File: src/rtl/booth_radix2_mul.sv
// rtl/booth_radix2_mul.sv - sequential signed Booth radix-2 multiplier, one recoded bit per clock
module booth_radix2_mul #(
  parameter int W = 8
) (
  input  logic             clk,
  input  logic             rst_b,
  input  logic             start,
  input  logic [W-1:0]     x,
  input  logic [W-1:0]     y,
  output logic             busy,
  output logic             done,
  output logic [2*W-1:0]   product
);

  localparam int CW = $clog2(W) + 1;
  localparam logic [CW-1:0] LAST = CW'(W - 1);

  typedef enum logic [1:0] {IDLE, RUN, DONE} state_t;

  state_t        state;
  state_t        state_nxt;

  // a and m carry one guard bit so that m = -2^(W-1) never overflows the add/subtract
  logic [W:0]    a;
  logic [W:0]    m;
  logic [W-1:0]  q;
  logic          q_m1;
  logic [CW-1:0] cnt;

  logic [W:0]    a_sum;
  logic [W:0]    a_sh;
  logic [W-1:0]  q_sh;

  // state register
  always_ff @(posedge clk or negedge rst_b) begin
    if (!rst_b) begin
      state <= IDLE;
    end else begin
      state <= state_nxt;
    end
  end

  // next-state logic; start is only honoured in IDLE
  always_comb begin
    state_nxt = state;
    unique case (state)
      IDLE:    if (start) state_nxt = RUN;
      RUN:     if (cnt == LAST) state_nxt = DONE;
      DONE:    state_nxt = IDLE;
      default: state_nxt = IDLE;
    endcase
  end

  // outputs are pure decodes of the state register
  always_comb begin
    busy = 1'b0;
    done = 1'b0;
    unique case (state)
      RUN:     busy = 1'b1;
      DONE:    begin busy = 1'b1; done = 1'b1; end
      default: ;
    endcase
  end

  // Booth add/subtract selected by {q[0], q_m1}, then arithmetic right shift of {a, q, q_m1}
  always_comb begin
    unique case ({q[0], q_m1})
      2'b01:   a_sum = a + m;
      2'b10:   a_sum = a + ~m + (W+1)'(1);
      default: a_sum = a;
    endcase
    a_sh = {a_sum[W], a_sum[W:1]};
    q_sh = {a_sum[0], q[W-1:1]};
  end

  // datapath: operand capture, iteration and result latch
  always_ff @(posedge clk or negedge rst_b) begin
    if (!rst_b) begin
      a       <= '0;
      m       <= '0;
      q       <= '0;
      q_m1    <= 1'b0;
      cnt     <= '0;
      product <= '0;
    end else begin
      unique case (state)
        IDLE: begin
          if (start) begin
            a    <= '0;
            m    <= {x[W-1], x};
            q    <= y;
            q_m1 <= 1'b0;
            cnt  <= '0;
          end
        end
        RUN: begin
          a    <= a_sh;
          q    <= q_sh;
          q_m1 <= q[0];
          cnt  <= cnt + 1'b1;
          if (cnt == LAST) begin
            product <= {a_sh[W-1:0], q_sh};
          end
        end
        default: ;
      endcase
    end
  end

endmodule

File: config.mk
export PLATFORM = sky130hd
export DESIGN_NAME = booth_radix2_mul
export DESIGN_NICKNAME = d
export VERILOG_FILES = /design/src/rtl/booth_radix2_mul.sv
export SDC_FILE = /design/constraint.sdc
export NUM_CORES = 1
export LEC_CHECK = 0
export BUFFER_PORTS_ARGS = -buffer_cell sky130_fd_sc_hd__buf_2
export CAP_MARGIN = 10
export CORE_MARGIN = 3
export CORE_UTILIZATION = 25
export CTS_BUF_LIST = sky130_fd_sc_hd__clkbuf_4
export DETAILED_ROUTE_END_ITERATION = 8
export PLACE_DENSITY = 0.46
export REMOVE_ABC_BUFFERS = 1
export SLEW_MARGIN = 20
export SYNTH_ARGS = -nofsm -noshare
export SYNTH_HDL_FRONTEND = slang
export SYNTH_SLANG_ARGS = --single-unit
File: constraint.sdc
create_clock -name clk -period 5.26 [get_ports clk]
set_input_delay 1.052 -clock clk [delete_from_list [all_inputs] [get_ports clk]]
set_output_delay 1.052 -clock clk [all_outputs]
set_load 0.01 [all_outputs]
==> impl_metrics.tcl, run 1 <==
set metrics [dict create \
    n_antenna_cell 0 \
    grt-ovfl-total 0 \
    min_period_ns 2.44 \
    fin_area_mm2 0.00336 \
    synth.distinct_cells 55 \
    synth_area_mm2 0.00295 \
    finalSetupViolCount 0 \
    p_total_mw 2.05 \
    synth_cells 315 \
    power_density_mw_per_mm2 611 \
    max-vdd-ir-drop_v 0.000228 \
    rsz0062_at_grt "false" \
    fill_cells 1214 \
    holdPathEnd "product[5]" \
    drtIter0Drc 90 \
    vias 2351 \
    fmax_ghz 0.409 \
    critical_path.max_fanout 4 \
    timing.rr.start "a[0]" \
    vias_per_cell 4.82 \
    synth_area_leaders "dfrtp_1, ha_1, nand2_1" \
    io_pins 37 \
    clk_latency_ns 0.36 \
    dp_hpwl_mm 5.27 \
    worstHoldPathCells 2 \
    crit_required_ns 5.52 \
    cp_slowest_stage_delay_ns 0.41 \
    p_leak_nw 1.57 \
    run_status "finished, final reports clean" \
    die_w_um 115 \
    antenna_found_initial 0 \
    hp-start "product[5]" \
    grt_pass1_vias 2292 \
    rows 39 \
    grt_usage_pct 11.1 \
    fin_nets 388 \
    start_kind "flip-flop" \
    drtAntennaViolNets 0 \
    r2r_cells 9 \
    area_growth_pct 13.7 \
    slew_headroom_pct 45.5 \
    cp-end-kind "flip-flop" \
    setup_tns_ns 0 \
    cts_buffer_depth 2 \
    timing.hold.ws_ns 0.489 \
    period_share_pct 46.5 \
    wirelength_mm 7.13 \
    core-area_mm2 0.0115 \
    grt_pass1_wl_mm 11.8 \
    maxCapViolCount 0 \
    drc_errors 0 \
    synthArstFlopShare_pct 100 \
    clkTransAtPathRegs_ns 0.14 \
    drtPass1Iterations 4 \
    worst_pin_slew_ns 0.818 \
    multi_input_area_mm2 0.00163 \
    yosysTopAreaCellShare_pct 39.8 \
    synth_edf_count 0 \
    min_path_type "flip-flop to flip-flop" \
    crit_chain "ha_1 -> inv_1 -> fa_1 -> o21ba_1 -> nor3_1 -> o22ai_1 -> a221oi_1 -> a2bb2oi_2 -> mux2_2" \
    clock-sinks 47 \
    die_h_um 115 \
    drive_above_1_share_pct 19.1 \
    cts_setup_buffers 0 \
    wl_per_cell_um 14.6 \
    path_class "flip-flop to flip-flop" \
    arrival_ns 2.71 \
    yosysTopAreaCell "dfrtp_1" \
    hold_buffers 0 \
    ys.warnings.count 0 \
    regArea_mm2 0.00118 \
    numCtsBuffers 5 \
    synth.most_common_cell "nand2_1" \
    cts-htree-levels 2 \
    hold_violations 0 \
    cts_root_buffer "clkbuf_4" \
    grt_max_degree 30 \
    synth_common_cells "nand2_1, dfrtp_1, o21ai_0" \
    dieArea_mm2 0.0131 \
    io_buffers 36 \
    postPlaceCellArea_mm2 0.00327 \
    cts_tree "built" \
    reg2reg_setup_slack_ns 2.82 \
    gp_congestion 0.752 \
    synth-main-ff-cell "dfrtp_1" \
    slew_violations 0 \
    timing.rr.end "product[13]" \
    syn_avg_cell_area_um2 9.37 \
    cts.repair.resized 0 \
    ys_seq_area_share_pct 39.8 \
    cp_slowest_cell "dfrtp_1" \
    finClkSkew_ns 0.0137 \
    synth-seq-cells 47 \
    start_util_pct 25.7 \
]
-- where the power goes --
group	switching, mW	leakage, nW	internal (mW)
clock network	0.114	0.0417	0.103
logic	0.701	0.920	0.490
registers	0.128	0.610	0.515
-- per-stage QoR --
step | std cells | setup WS (ns) | utilization, %
2_1_floorplan | 300 | 2.50 | -
3_3_place_gp | 480 | 2.90 | 28.4
3_5_place_dp | 481 | 2.87 | 28.5
4_1_cts | 488 | 2.84 | 29.2
5_1_grt | 488 | 2.67 | 29.3
6_report | 488 | 2.82 | 29.3
-- worst max-delay path by stage --
stage                         from           to  slack, ns
after floorplan           state[0]         q[0]       2.50
after global placement        m[1]  product[12]       2.90
after detailed placement      a[0]  product[13]       2.87
after CTS                     m[1]  product[12]       2.84
after global routing          a[0]  product[13]       2.67
final                         a[0]  product[13]       2.82
-- metal layers --
layer / global-route usage [%] / routed length (um) / vias up
met1: 16.1 / 3510 / 1143
met5: 0 / 0 / -
li1: - / - / 1165
met2: 17.7 / 3370 / 36
met3: 1.43 / 180 / 7
met4: 2.38 / 72 / 0
-- cells in the final DEF (no fill, tap or decap), types with 3 or more instances in the layout --
master	count
a21oi_1	10
a22o_1	4
buf_2	36
clkbuf_4	6
dfrtp_1	47
ha_1	22
inv_1	23
mux2_2	10
mux2i_1	10
nand2_1	55
nand2b_1	4
nor2_1	9
nor2b_1	6
nor3_1	5
o21a_1	5
o21ai_0	32
o21ai_1	3
o221ai_1	3
o31ai_1	3
or3_1	3
-- sequential cells by signal, summed over array words and instances, names as in the netlist --
signal and cells:
product 16, a 8, state 2, m 8, q 8, q_m1 1
cnt 4
-- kinds of logic (layout without fill, tap and decap cells) --
family	after synthesis	in the layout	synth area share (%)
mux	20	20	7.21
xor+xnor	3	3	0.890
buf+inv	38	68	5.26
flops	47	47	39.8
compound gates	86	86	20.2
simple gates	97	97	15.9
fa+ha+maj	24	24	10.7
-- worst max-delay path: cells and delay by family (launching register included) --
kind	cells	cell delay [ns]
mux	1	0.27
simple gates	1	0.25
buf+inv	1	0.05
flops	1	0.41
fa+ha+maj	2	0.57
compound gates	4	0.81
-- final cells by class --
type                       count  area share (%)
timing repair buffer          38            6.19
tap                          143            5.33
inverter                      23            2.57
multi-input combinational    230            48.6
clock buffer                   6            1.34
clock inverter                 1           0.895
sequential                    47            35.0
Power figures use the tool's default switching activity.
==> run 2, diff against run 1 <==
--- a/config.mk
+++ b/config.mk
@@ -11,7 +11,7 @@
 export CORE_UTILIZATION = 25
 export CTS_BUF_LIST = sky130_fd_sc_hd__clkbuf_4
 export DETAILED_ROUTE_END_ITERATION = 8
-export PLACE_DENSITY = 0.46
+export PLACE_DENSITY = 0.47
 export REMOVE_ABC_BUFFERS = 1
 export SLEW_MARGIN = 20
 export SYNTH_ARGS = -nofsm -noshare
==> constraint.sdc (replaced) <==
create_clock -name clk -period 2.08 [get_ports clk]
set_input_delay 0.416 -clock clk [delete_from_list [all_inputs] [get_ports clk]]
set_output_delay 0.416 -clock clk [all_outputs]
set_load 0.01 [all_outputs]
==> run 2 against run 1 <==
The flow now finishes with violations (negative setup slack). Core utilization up 3.7 points. Clock power rose to 2.6 times the previous value. First-iteration DRC count up 4.4%. Largest cell class unchanged.
==> impl_metrics.tcl, run 2 (same netlist as run 1, synthesis figures left out) <==
set metrics [dict create \
    run_status "finished, violations left" \
    violations "negative setup slack" \
    vias_per_cell 4.67 \
    drc_errors 0 \
    wl_per_cell_um 14.3 \
    largest_reg_flops 16 \
    cts_buffer_depth 2 \
    cp-end-kind "flip-flop" \
    die_h_um 115 \
    start_util_pct 25.7 \
    fmax_ghz 0.453 \
    crit_required_ns 2.39 \
    io_buffers 36 \
    critical_path.max_fanout 3 \
    wirelength_mm 7.53 \
    cts_root_buffer "clkbuf_4" \
    reg2reg_setup_slack_ns -0.13 \
    rsz0062_at_grt "true" \
    min_path_type "input pin to async pin" \
    max-vdd-ir-drop_v 0.000555 \
    clkTransAtPathRegs_ns 0.15 \
    slew_violations 0 \
    power_density_mw_per_mm2 1610 \
    timing.rr.end "product[13]" \
    mostFrequentLayoutCells "nand2_1, dfrtp_1, buf_4" \
    crit_cells 9 \
    area_growth_pct 28.1 \
    dieArea_mm2 0.0131 \
    antenna_found_initial 0 \
    grt-ovfl-total 0 \
    min_period_ns 2.21 \
    regMostFlops "product" \
    r2r_cells 9 \
    cp_slowest_cell "or4_4" \
    dp_slack_ns -0.250 \
    path_class "flip-flop to flip-flop" \
    n_antenna_cell 0 \
    gp_congestion 0.831 \
    path_buf_inv 1 \
    maxCapViolCount 0 \
    grt_pass1_wl_mm 12.8 \
    drtAntennaViolNets 0 \
    finalSetupViolCount 5 \
    grt_pass1_vias 2509 \
    fin_nets 425 \
    vias 2459 \
    drive_above_1_share_pct 34.7 \
    drtPass1Iterations 4 \
    arrival_ns 2.52 \
    cp_slowest_stage_delay_ns 0.41 \
    layout.cells.most_common "nand2_1" \
    dp_hpwl_mm 5.71 \
    die_w_um 115 \
    numCtsBuffers 5 \
    grt_max_degree 48 \
    slew_headroom_pct 59.7 \
    cp_top_family "compound AO/OA/AOI/OAI gates" \
    period_share_pct 106 \
    start_kind "flip-flop" \
    clock-sinks 47 \
    grt_usage_pct 11.9 \
    utilization_pct 33.0 \
    hold_buffers 0 \
    timing.rr.start "a[0]" \
    worst_slack_ns -0.128 \
    io_pins 37 \
    worst_pin_slew_ns 0.604 \
    core-area_mm2 0.0115 \
    drtIter0Drc 94 \
    p_total_mw 6.07 \
    crit_chain "ha_2 -> inv_2 -> fa_2 -> o21ba_4 -> or4_4 -> o22ai_2 -> a221oi_2 -> a2bb2oi_2 -> mux2_2" \
    clk_latency_ns 0.36 \
    p_leak_nw 1.77 \
    finClkSkew_ns 0.0118 \
    cts-htree-levels 2 \
    hold_violations 0 \
    fill_cells 1194 \
    rows 39 \
    cts_tree "built" \
]
## run 2: cell types whose count changed in the layout (fill, tap and decap cells not counted), sizes merged
cell / previous run / this run
buf: 38 / 75
clkinv: 0 / 2
clkbuf: 6 / 5
## run 2: metrics by stage
| step | hold WS, ns | instances | TNS (ns) | area, um^2 |
|---|---|---|---|---|
| after CTS | 0.129 | 526 | -0.492 | 3760 |
| final | 0.123 | 526 | -0.395 | 3780 |
| after detailed placement | 0.458 | 515 | -1.34 | 3520 |
| after floorplan | 0.120 | 300 | -13.82 | 2880 |
| after global routing | 0.152 | 526 | -1.37 | 3780 |
| after global placement | 0.455 | 515 | -1.22 | 3520 |
## run 2: final cells by class
type / instances / area, um^2 / area share [%]
Clock buffer: 5 / 37.5 / 0.993
Clock inverter: 3 / 43.8 / 1.16
Inverter: 23 / 86.3 / 2.28
Multi-Input combinational cell: 230 / 1780 / 47.0
Sequential cell: 47 / 1180 / 31.1
Tap cell: 143 / 179 / 4.73
Timing Repair Buffer: 75 / 480 / 12.7
## run 2: where the power goes
group	internal [mW]	leakage [nW]	switching [mW]
sequential	1.30	0.610	0.261
clock	0.253	0.0452	0.304
combinational	1.84	1.12	2.11
total	3.39	1.77	2.68
## run 2: how the worst max path moves through the flow
| stage | startpoint | endpoint | slack [ns] |
|---|---|---|---|
| 5_1_grt | a[0] | product[13] | -0.23 |
| 4_1_cts | m[0] | product[13] | -0.16 |
| 2_1_floorplan | state[0] | q[0] | -0.68 |
| 3_5_place_dp | m[0] | product[13] | -0.25 |
| 3_3_place_gp | a[1] | product[15] | -0.25 |
| 6_report | a[0] | product[13] | -0.13 |
## run 2: what timing repair did
item                                    CTS  global route
hold endpoints to repair                  0             0
gates resized for setup                  31             8
endpoints found under the setup margin   12            15
pin swaps                                12             4
buffers inserted                          3             0
## run 2: layer usage
layer  part of all wire (%)  track usage (%)
met3                    2.6             1.85
met5                      0                0
met4                   0.96             2.93
met1                     47             15.8
met2                     49             20.1
==> run 3, diff against run 2 <==
--- a/config.mk
+++ b/config.mk
@@ -5,6 +5,7 @@
 export SDC_FILE = /design/constraint.sdc
 export NUM_CORES = 1
 export LEC_CHECK = 0
+export ABC_AREA = 1
 export BUFFER_PORTS_ARGS = -buffer_cell sky130_fd_sc_hd__buf_2
 export CAP_MARGIN = 10
 export CORE_MARGIN = 3
@@ -13,6 +14,7 @@
 export DETAILED_ROUTE_END_ITERATION = 8
 export PLACE_DENSITY = 0.47
 export REMOVE_ABC_BUFFERS = 1
+export SKIP_CTS_REPAIR_TIMING = 1
 export SLEW_MARGIN = 20
 export SYNTH_ARGS = -nofsm -noshare
 export SYNTH_HDL_FRONTEND = slang
==> run 3 against run 2 <==
The flow now finishes without violations. Die area grew 0.80%. Worst setup slack gained 0.30 ns. Area after synthesis grew 0.85%. Register-to-register slack gained 0.30 ns. First-iteration DRC count shrank 12%. Design area shrank 9.2%. Combinational power shrank 15%. Critical path depth grew 4. Hold slack lost 0.10 ns. Routed wire length shrank 6.4%. Critical path type unchanged. Highest routed layer unchanged.
==> impl_metrics.tcl, run 3 <==
set metrics [dict create \
    run_status "finished, final reports clean" \
    fmax_ghz 0.525 \
    power_density_mw_per_mm2 1600 \
    synth.most_common_cell "nand2_1" \
    cp_slowest_stage_delay_ns 0.40 \
    area_growth_pct 15.3 \
    path_class "flip-flop to flip-flop" \
    fin_nets 475 \
    drive_above_1_share_pct 19.9 \
    regMostFlops "product" \
    synth_area_leaders "dfrtp_1, nand2_1, ha_1" \
    synth_area_mm2 0.00298 \
    clk_latency_ns 0.35 \
    grt_max_degree 27 \
    max-vdd-ir-drop_v 0.000736 \
    yosysTopAreaCell "dfrtp_1" \
    largest_reg_flops 16 \
    cp_slowest_cell "dfrtp_1" \
    drtPass1Iterations 4 \
    dieArea_mm2 0.0133 \
    gp_congestion 0.806 \
    synthXorXnorAreaFrac_pct 0 \
    synth_cells 394 \
    worst_pin_slew_ns 0.522 \
    io_pins 37 \
    vias 2595 \
    power.switching_mw 2.68 \
    drc_errors 0 \
    drtAntennaViolNets 0 \
    numCtsBuffers 5 \
    cts_root_buffer "clkbuf_4" \
    synth-main-ff-cell "dfrtp_1" \
    start_kind "flip-flop" \
    layout.cells.most_common "nand2_1" \
    synth.distinct_cells 36 \
    grt_pass1_wl_mm 11.7 \
    synthArstFlopShare_pct 100 \
    wirelength_mm 7.04 \
    crit_required_ns 2.34 \
    antenna_found_initial 0 \
    p_leak_nw 1.83 \
    cp-end-kind "flip-flop" \
    die_h_um 115 \
    hold_violations 0 \
    critical_path.max_fanout 3 \
    arrival_ns 2.17 \
    synth_common_cells "nand2_1, dfrtp_1, inv_1" \
    synth_edf_count 0 \
    cp_common_cell "nand2_1" \
    min_path_type "input pin to async pin" \
    clkTransAtPathRegs_ns 0.13 \
    fin_area_mm2 0.00343 \
    drtIter0Drc 83 \
    wl_per_cell_um 12.2 \
    dp_hpwl_mm 5.54 \
    n_antenna_cell 0 \
    intPower_mw 2.79 \
    finClkSkew_ns 0.00949 \
    cts_buffer_depth 2 \
    combPwrFrac_pct 61.6 \
    core-area_mm2 0.0115 \
    pwr-share-seq_pct 28.5 \
    syn_avg_cell_area_um2 7.55 \
    cts-htree-levels 2 \
    mostFrequentLayoutCells "nand2_1, inv_1, dfrtp_1" \
    grt-ovfl-total 0 \
    slew_violations 0 \
    grt_pass1_vias 2487 \
    grt_usage_pct 10.9 \
    clkPwrFrac_pct 9.9 \
    slew_headroom_pct 65.2 \
    timing.hold.ws_ns 0.0206 \
    vias_per_cell 4.51 \
    ys.warnings.count 0 \
    synthAdderAreaFrac_pct 10.6 \
    start_util_pct 25.8 \
    maxCapViolCount 0 \
    synth_mux_area_share_pct 0.378 \
    yosysTopAreaCellShare_pct 39.5 \
    io_buffers 36 \
    clock-sinks 47 \
    synth_compound_area_share_pct 11.5 \
    synth_simple_gate_area_share_pct 28.0 \
    finalSetupViolCount 0 \
    postPlaceCellArea_mm2 0.00331 \
    rows 39 \
    period_share_pct 91.6 \
    cts_tree "built" \
    crit_chain "ha_2 -> inv_1 -> fa_2 -> inv_1 -> nand2_2 -> nand2_2 -> nand4_1 -> nand2_1 -> nand2_1 -> nand3_2 -> nand3_2 -> nand3_1 -> nand2_1" \
    die_w_um 115 \
    min_period_ns 1.90 \
    ys_seq_area_share_pct 39.5 \
    synth_top_family_by_area "simple AND/OR/NAND/NOR gates" \
    synth-seq-cells 47 \
    swShare_pct 49.0 \
]
## run 3: cell count changes after synthesis, moves of 10 or more
cell	delta
nand2_1	+59
nand3_1	+31
o21ai_0	-26
inv_1	+24
nor2_1	+16
o21ai_1	+15
inv_2	+11
mux2i_1	-10
## run 3: through the flow
| stage | cells | worst slack [ns] | utilization [%] | total power, mW | setup TNS, ns |
|---|---|---|---|---|---|
| floorplan | 381 | -0.0318 | - | 3.94 | -0.0318 |
| global route | 575 | -0.00696 | 29.8 | 6.10 | -0.00730 |
| CTS | 574 | 0.0356 | 29.4 | 5.47 | 0 |
| detailed placement | 567 | 0.0505 | 28.7 | 4.89 | 0 |
| finish | 575 | 0.176 | 29.8 | 5.48 | 0 |
| global placement | 567 | 0.0949 | 28.7 | 4.88 | 0 |
## run 3: area by class of cell
| cell class | instances | area (um^2) |
|---|---|---|
| clock buffers | 6 | 45.0 |
| clock inverters | 1 | 30.0 |
| fillers | 1273 | 8080 |
| inverters | 58 | 218 |
| multi-input cells | 276 | 1550 |
| flip-flops and latches | 47 | 1180 |
| well taps | 143 | 179 |
| repair buffers | 44 | 240 |
## run 3: path summary, 6_finish.rpt
path                          endpoint        start  cells after the start  slack [ns]
hold / removal              product[4]        rst_b                      1        0.02
setup reg to reg           product[13]         m[0]                     13        0.18
hold reg to reg            product[13]  product[13]                      2        0.50
setup / recovery           product[13]         m[0]                     13        0.18
max in group asynchronous   product[9]        rst_b                      2        1.48
min in group clk                  m[0]         x[0]                      2        0.29
## run 3: worst max-delay path, delay by kind of cell, from the launching register on
kind	cells	cell delay [ns]
flip-flops	1	0.40
AND/OR/NAND/NOR	9	0.76
adder cells (fa/ha/maj)	2	0.53
buffers and inverters	2	0.13
## run 3: power by group through the flow
stage,logic (mW),clock network [mW],registers (mW)
6_report,3.37,0.541,1.56
5_1_grt,3.87,0.608,1.62
4_1_cts,3.33,0.571,1.57
3_3_place_gp,3.30,0,1.58
2_1_floorplan,2.35,0,1.59
3_5_place_dp,3.31,0,1.58
## run 3: metal layers
metal	vias up	GRT usage (%)	part of all wire [%]	routed length [um]
met4	0	2.35	0.75	53
met1	1215	14.1	46	3240
met5	-	0	0	0
met2	45	18.9	49	3460
met3	4	2.05	4.1	290
li1	1331	-	-	-
## run 3: logic make-up after synthesis
| family | Yosys count |
|---|---|
| fa+ha+maj | 24 |
| simple gates | 192 |
| compound gates | 59 |
| mux | 1 |
| buf+inv | 71 |
| flops | 47 |
